[config.mk]
export PLATFORM = sky130hd
export DESIGN_NAME = fdiv
export DESIGN_NICKNAME = d
export VERILOG_FILES = /design/src/rtl/fdiv.sv
export SDC_FILE = /design/constraint.sdc
export NUM_CORES = 1
export LEC_CHECK = 0
export BUFFER_PORTS_ARGS = -buffer_cell sky130_fd_sc_hd__clkbuf_2
export CORE_MARGIN = 3
export CORE_UTILIZATION = 30
export DETAILED_ROUTE_END_ITERATION = 12
export REMOVE_ABC_BUFFERS = 1
export SLEW_MARGIN = 0
export SYNTH_ARGS = -nofsm -noshare
export SYNTH_HDL_FRONTEND = slang
export SYNTH_SLANG_ARGS = --single-unit
[constraint.sdc]
create_clock -name clk -period 4 [get_ports clk]
set_input_delay 1.2 -clock clk [delete_from_list [all_inputs] [get_ports clk]]
set_output_delay 1.2 -clock clk [all_outputs]
set_load 0.05 [all_outputs]
[src/rtl/fdiv.sv]
// Iterative single-precision divider y = x1 / x2: truncating, no denormals, UNROLL restoring quotient bits per cycle.
// Optional macro FDIV_EARLY_SPECIAL_EN lets special operands bypass the DIV phase.
module fdiv #(
    parameter int UNROLL = 1
) (
    input  logic        clk,
    input  logic        rstn,
    input  logic        in_valid,
    output logic        in_ready,
    input  logic [31:0] x1,
    input  logic [31:0] x2,
    output logic        out_valid,
    input  logic        out_ready,
    output logic [31:0] y,
    output logic        ovf,
    output logic        dbz
);
    localparam int N = 25 / UNROLL;

    localparam logic [1:0] ST_IDLE = 2'd0;
    localparam logic [1:0] ST_DIV  = 2'd1;
    localparam logic [1:0] ST_NORM = 2'd2;
    localparam logic [1:0] ST_DONE = 2'd3;

    logic [1:0]  state_q, state_d;
    logic [4:0]  cnt_q, cnt_d;
    logic [25:0] rem_q, rem_d;
    logic [24:0] quo_q, quo_d;
    logic [23:0] m2_q, m2_d;
    logic [7:0]  e1_q, e1_d;
    logic [7:0]  e2_q, e2_d;
    logic        sign_q, sign_d;
    logic [31:0] y_q, y_d;
    logic        ovf_q, ovf_d;
    logic        dbz_q, dbz_d;

    logic              in_special;
    logic [25:0]       rem_chain [0:UNROLL];
    logic [UNROLL-1:0] qbit;

    logic signed [9:0] ye0;
    logic [22:0]       ym;
    logic [31:0]       res_y;
    logic              res_ovf;
    logic              res_dbz;

`ifdef FDIV_EARLY_SPECIAL_EN
    assign in_special = (x1[30:23] == 8'h00) || (x1[30:23] == 8'hFF) ||
                        (x2[30:23] == 8'h00) || (x2[30:23] == 8'hFF);
`else
    assign in_special = 1'b0;
`endif

    // Restoring division chain: each stage tries a subtract, keeps it if non-negative, then brings down a zero.
    assign rem_chain[0] = rem_q;
    for (genvar gi = 0; gi < UNROLL; gi++) begin : g_step
        logic [25:0] diff;
        logic        take;
        assign diff = rem_chain[gi] - {2'b00, m2_q};
        assign take = (rem_chain[gi] >= {2'b00, m2_q});
        assign qbit[UNROLL-1-gi] = take;
        assign rem_chain[gi+1] = (take ? diff : rem_chain[gi]) << 1;
    end

    // Result formation from the completed quotient; special operands dominate.
    always_comb begin
        ye0 = $signed({2'b00, e1_q}) - $signed({2'b00, e2_q}) + 10'sd127
              - (quo_q[24] ? 10'sd0 : 10'sd1);
        ym  = quo_q[24] ? quo_q[23:1] : quo_q[22:0];

        res_y   = {sign_q, 31'b0};
        res_ovf = 1'b0;
        res_dbz = 1'b0;

        if (e2_q == 8'h00) begin
            res_y   = {sign_q, 8'hFF, 23'b0};
            res_dbz = 1'b1;
        end else if (e1_q == 8'hFF) begin
            res_y = {sign_q, 8'hFF, 23'b0};
        end else if (e1_q == 8'h00) begin
            res_y = {sign_q, 31'b0};
        end else if (e2_q == 8'hFF) begin
            res_y = {sign_q, 31'b0};
        end else if (ye0 >= 10'sd255) begin
            res_y   = {sign_q, 8'hFF, 23'b0};
            res_ovf = 1'b1;
        end else if (ye0 <= 10'sd0) begin
            res_y = {sign_q, 31'b0};
        end else begin
            res_y = {sign_q, ye0[7:0], ym};
        end
    end

    always_comb begin
        state_d = state_q;
        cnt_d   = cnt_q;
        rem_d   = rem_q;
        quo_d   = quo_q;
        m2_d    = m2_q;
        e1_d    = e1_q;
        e2_d    = e2_q;
        sign_d  = sign_q;
        y_d     = y_q;
        ovf_d   = ovf_q;
        dbz_d   = dbz_q;

        case (state_q)
            ST_IDLE: begin
                if (in_valid) begin
                    state_d = in_special ? ST_NORM : ST_DIV;
                    cnt_d   = '0;
                    rem_d   = {2'b00, 1'b1, x1[22:0]};
                    quo_d   = '0;
                    m2_d    = {1'b1, x2[22:0]};
                    e1_d    = x1[30:23];
                    e2_d    = x2[30:23];
                    sign_d  = x1[31] ^ x2[31];
                    y_d     = '0;
                    ovf_d   = 1'b0;
                    dbz_d   = 1'b0;
                end
            end
            ST_DIV: begin
                rem_d = rem_chain[UNROLL];
                quo_d = {quo_q[24-UNROLL:0], qbit};
                cnt_d = cnt_q + 5'd1;
                if (cnt_q == 5'(N - 1)) begin
                    state_d = ST_NORM;
                end
            end
            ST_NORM: begin
                y_d     = res_y;
                ovf_d   = res_ovf;
                dbz_d   = res_dbz;
                state_d = ST_DONE;
            end
            ST_DONE: begin
                if (out_ready) begin
                    state_d = ST_IDLE;
                end
            end
            default: state_d = ST_IDLE;
        endcase
    end

    always_ff @(posedge clk or negedge rstn) begin
        if (!rstn) begin
            state_q <= ST_IDLE;
            cnt_q   <= '0;
            rem_q   <= '0;
            quo_q   <= '0;
            m2_q    <= '0;
            e1_q    <= '0;
            e2_q    <= '0;
            sign_q  <= 1'b0;
            y_q     <= '0;
            ovf_q   <= 1'b0;
            dbz_q   <= 1'b0;
        end else begin
            state_q <= state_d;
            cnt_q   <= cnt_d;
            rem_q   <= rem_d;
            quo_q   <= quo_d;
            m2_q    <= m2_d;
            e1_q    <= e1_d;
            e2_q    <= e2_d;
            sign_q  <= sign_d;
            y_q     <= y_d;
            ovf_q   <= ovf_d;
            dbz_q   <= dbz_d;
        end
    end

    assign in_ready  = (state_q == ST_IDLE);
    assign out_valid = (state_q == ST_DONE);
    assign y         = y_q;
    assign ovf       = ovf_q;
    assign dbz       = dbz_q;

endmodule

==> flow_metrics.env <==
export IMPL_cts_sinks=133
export IMPL_slowest_stage="fa_2"
export IMPL_final_setup_viol_count=0
export IMPL_gp_congestion=0.848
export IMPL_async_flop_share_pct=100
export IMPL_status="finished, final reports clean"
export IMPL_fp_row_count=59
export IMPL_worstPathRequired_ns=4.31
export IMPL_cp_num_buf_inv=6
export IMPL_yosysUniqueCellTypes=72
export IMPL_synth_edf_count=0
export IMPL_syn_area_sq_um=8010
export IMPL_rr_worst_depth=19
export IMPL_antenna_found_initial=1
export IMPL_drt_iter0_markers=323
export IMPL_final_core_util_pct=38.3
export IMPL_synth_xor_area_share_pct=3.14
export IMPL_cp_cell_sequence="inv_1 -> ha_2 -> inv_2 -> fa_2 -> inv_2 -> ha_4 -> inv_2 -> fa_2 -> nor2b_2 -> or2_4 -> buf_6 -> or3_4 -> nand3_2 -> o221ai_4 -> xnor2_2 -> o311a_4 -> o221ai_4 -> buf_6 -> o21ai_2"
export IMPL_hpwlAfterDp_um=14400
export IMPL_fin_nets=1053
export IMPL_slew_headroom_pct=32.8
export IMPL_reg2reg_slack_ns=0.09
export IMPL_clkSlewWorstSetupHoldPaths_ns=0.07
export IMPL_cts_root_buf="clkbuf_16"
export IMPL_ys_seq_area_share_pct=41.5
export IMPL_fin_cells=1287
export IMPL_clk_latency_ns=0.42
export IMPL_hold_path_class="reg -> reg"
export IMPL_grt_max_degree=62
export IMPL_multi_input_comb_area_sq_um=4540
export IMPL_arrival_ns=4.22
export IMPL_synth_top_family_by_area="compound AO/OA/AOI/OAI gates"
export IMPL_crit_type="reg -> reg"
export IMPL_yosysTopAreaCellShare_pct=41.5
export IMPL_grt_overflow_total=0
export IMPL_synthTopCellsByArea="dfrtp_1 (42%), ha_1 (6.9%), mux2_2 (5.8%)"
export IMPL_r2r_start="e1_q[0]"
export IMPL_die_x_um=169
export IMPL_maxSlewViolCount=0
export IMPL_grt_pass1_vias=6376
export IMPL_setup_ws_ns=0.0905
export IMPL_die_h_um=169
export IMPL_drive_gt1_share_pct=31.1
export IMPL_whs_endpoint="m2_q[23]"
export IMPL_r2r_end="y[17]"
export IMPL_cp_end_kind="flip-flop"
export IMPL_period_needed_ns=3.91
export IMPL_drv_cap=0
export IMPL_synth_compound_area_share_pct=20.4
export IMPL_seq_area_sq_um=3330
export IMPL_hold_slack_ns=0.454
export IMPL_yosysMostFrequentCell="dfrtp_1"
export IMPL_postSynthCellCount=802
export IMPL_syn2layout_area_growth_pct=24.8
export IMPL_initial_core_util_pct=30.7
export IMPL_fin_skew_ns=0.0119
export IMPL_dr_pass1_iters=5
export IMPL_dp_cells=1244
export IMPL_hold_viol=0
export IMPL_wirelength_um=20500
export IMPL_viasPerCell=5.02
export IMPL_tightest_slew_ns=0.987
export IMPL_fp_dieArea_sq_um=28700
export IMPL_dp_slack_ns=-0.193
export IMPL_ant_nets=0
export IMPL_ys_top_cells_by_count="dfrtp_1 (133), nand2_1 (64), inv_1 (55)"
export IMPL_core_area_sq_um=26100
export IMPL_start_kind="flip-flop"
export IMPL_yosys_area_share_simple_pct=12.0
export IMPL_numCtsBuffers=17
export IMPL_finalCritPeriodShare_pct=97.7
export IMPL_ys_warn_count=0
export IMPL_fmax_ghz=0.256
export IMPL_avgRoutedWirePerCell_um=15.9
export IMPL_path_max_fanout=6
export IMPL_cp_top_family="adder cells"
export IMPL_pin_count=104
export IMPL_ys_ff_latch=133
export IMPL_rsz0062_at_grt="yes"
export IMPL_holdCritStartpoint="m2_q[23]"
export IMPL_grtUsageTotal_pct=14.4
export IMPL_drc=0
export IMPL_synth_top_area_cell="dfrtp_1"
export IMPL_cts_tree="built"
export IMPL_syn_avg_cell_area_sq_um=9.99
export IMPL_synth_fa_ha_area_share_pct=7.62
export IMPL_critical_path_max_stage_delay_ns=0.58
export IMPL_num_vias=6465
export IMPL_hold_path_cell_count=2
export IMPL_cts_buffer_depth=2
export IMPL_htreeDepth=4
export IMPL_yosys_mux_area_fraction_pct=10.8
export IMPL_ys_flop_type="dfrtp_1"
export IMPL_io_buffers=103
export IMPL_grt_pass1_wl_um=33100
export IMPL_cpMostUsedCell="inv_2"
export IMPL_fill_cells=2658
[tightest hold or removal path: cells and delay by family, from the launching register on]
| family | cells | cell delay, ns |
|---|---|---|
| buffers and inverters | 1 | 0.05 |
| flip-flops | 1 | 0.32 |
| AND/OR/NAND/NOR | 1 | 0.05 |
[repair_timing]
action                                  in CTS  in global routing
endpoints found under the setup margin      26                 32
hold buffers                                 0                  0
resized for setup                           23                 32
setup buffers                                6                  4
pin swaps                                   13                 29
gates cloned                                 2                  0
[placed cells by master (no fill, tap or decap), drive strengths merged, types with 5 or more instances in the layout]
cell type	instances
o21a	9
nor4	5
mux2	41
ha	44
and2	11
a221o	5
a22oi	9
o211ai	5
a21o	11
o21ai	75
nor3	9
xor2	13
a22o	25
dfrtp	133
nand3	10
nand2b	7
clkbuf	119
nand2	64
and3	6
nor2b	5
nand4	8
a21oi	32
mux2i	39
a211oi	6
a31oi	9
inv	62
or3	12
or2	8
clkinv	5
buf	48
xnor2	14
nor2	41
o22ai	9
[layout make-up]
cell class	instances	area share, %
repair buffers	150	9.24
clock inverters	15	1.49
inverters	57	2.14
multi-input cells	579	45.4
clock buffers	17	4.26
well taps	335	4.19
diodes	1	0.0250
flip-flops and latches	133	33.3
[stage by stage]
stage | cell area [sq um] | setup TNS (ns)
CTS | 9880 | -0.691
floorplan | 7870 | -9.05
finish | 10000 | 0
global placement | 9120 | -1.33
global route | 10000 | -1.58
detailed placement | 9120 | -3.32
[worst max path at each step]
stage / startpoint / to / depth (start not counted)
after floorplan: quo_q[24] / y[0] / 13
after global placement: e1_q[0] / y[0] / 18
after detailed placement: e1_q[0] / y[0] / 18
after CTS: e1_q[0] / y[3] / 18
after global routing: e1_q[0] / y[17] / 20
final: e1_q[0] / y[17] / 19
[cell families after synthesis]
logic type                 after synthesis
adders and majority gates               47
DFF                                    133
AOI/OAI and AO/OA                      229
and+or+nand+nor                        196
buffers and inverters                   90
xor gates and xnor gates                27
muxes                                   80
[layer usage]
layer / global-route usage [%] / vias up / share of wire [%]
met3: 3.03 / 14 / 3.5
met5: 0 / - / 0
met4: 3.88 / 0 / 0.87
met2: 23.4 / 124 / 48
li1: - / 3192 / -
met1: 19.5 / 3135 / 48
[sequential cells by signal, summed over array words and instances, names as in the netlist]
signal,count
cnt_q,5
e2_q,8
quo_q,25
sign_q,1
rem_q,26
state_q,2
e1_q,8
ovf,1
dbz,1
m2_q,24
y,32
Power is not shown: default switching activity piles up to over one toggle a cycle in this logic, so the estimate is an artifact.
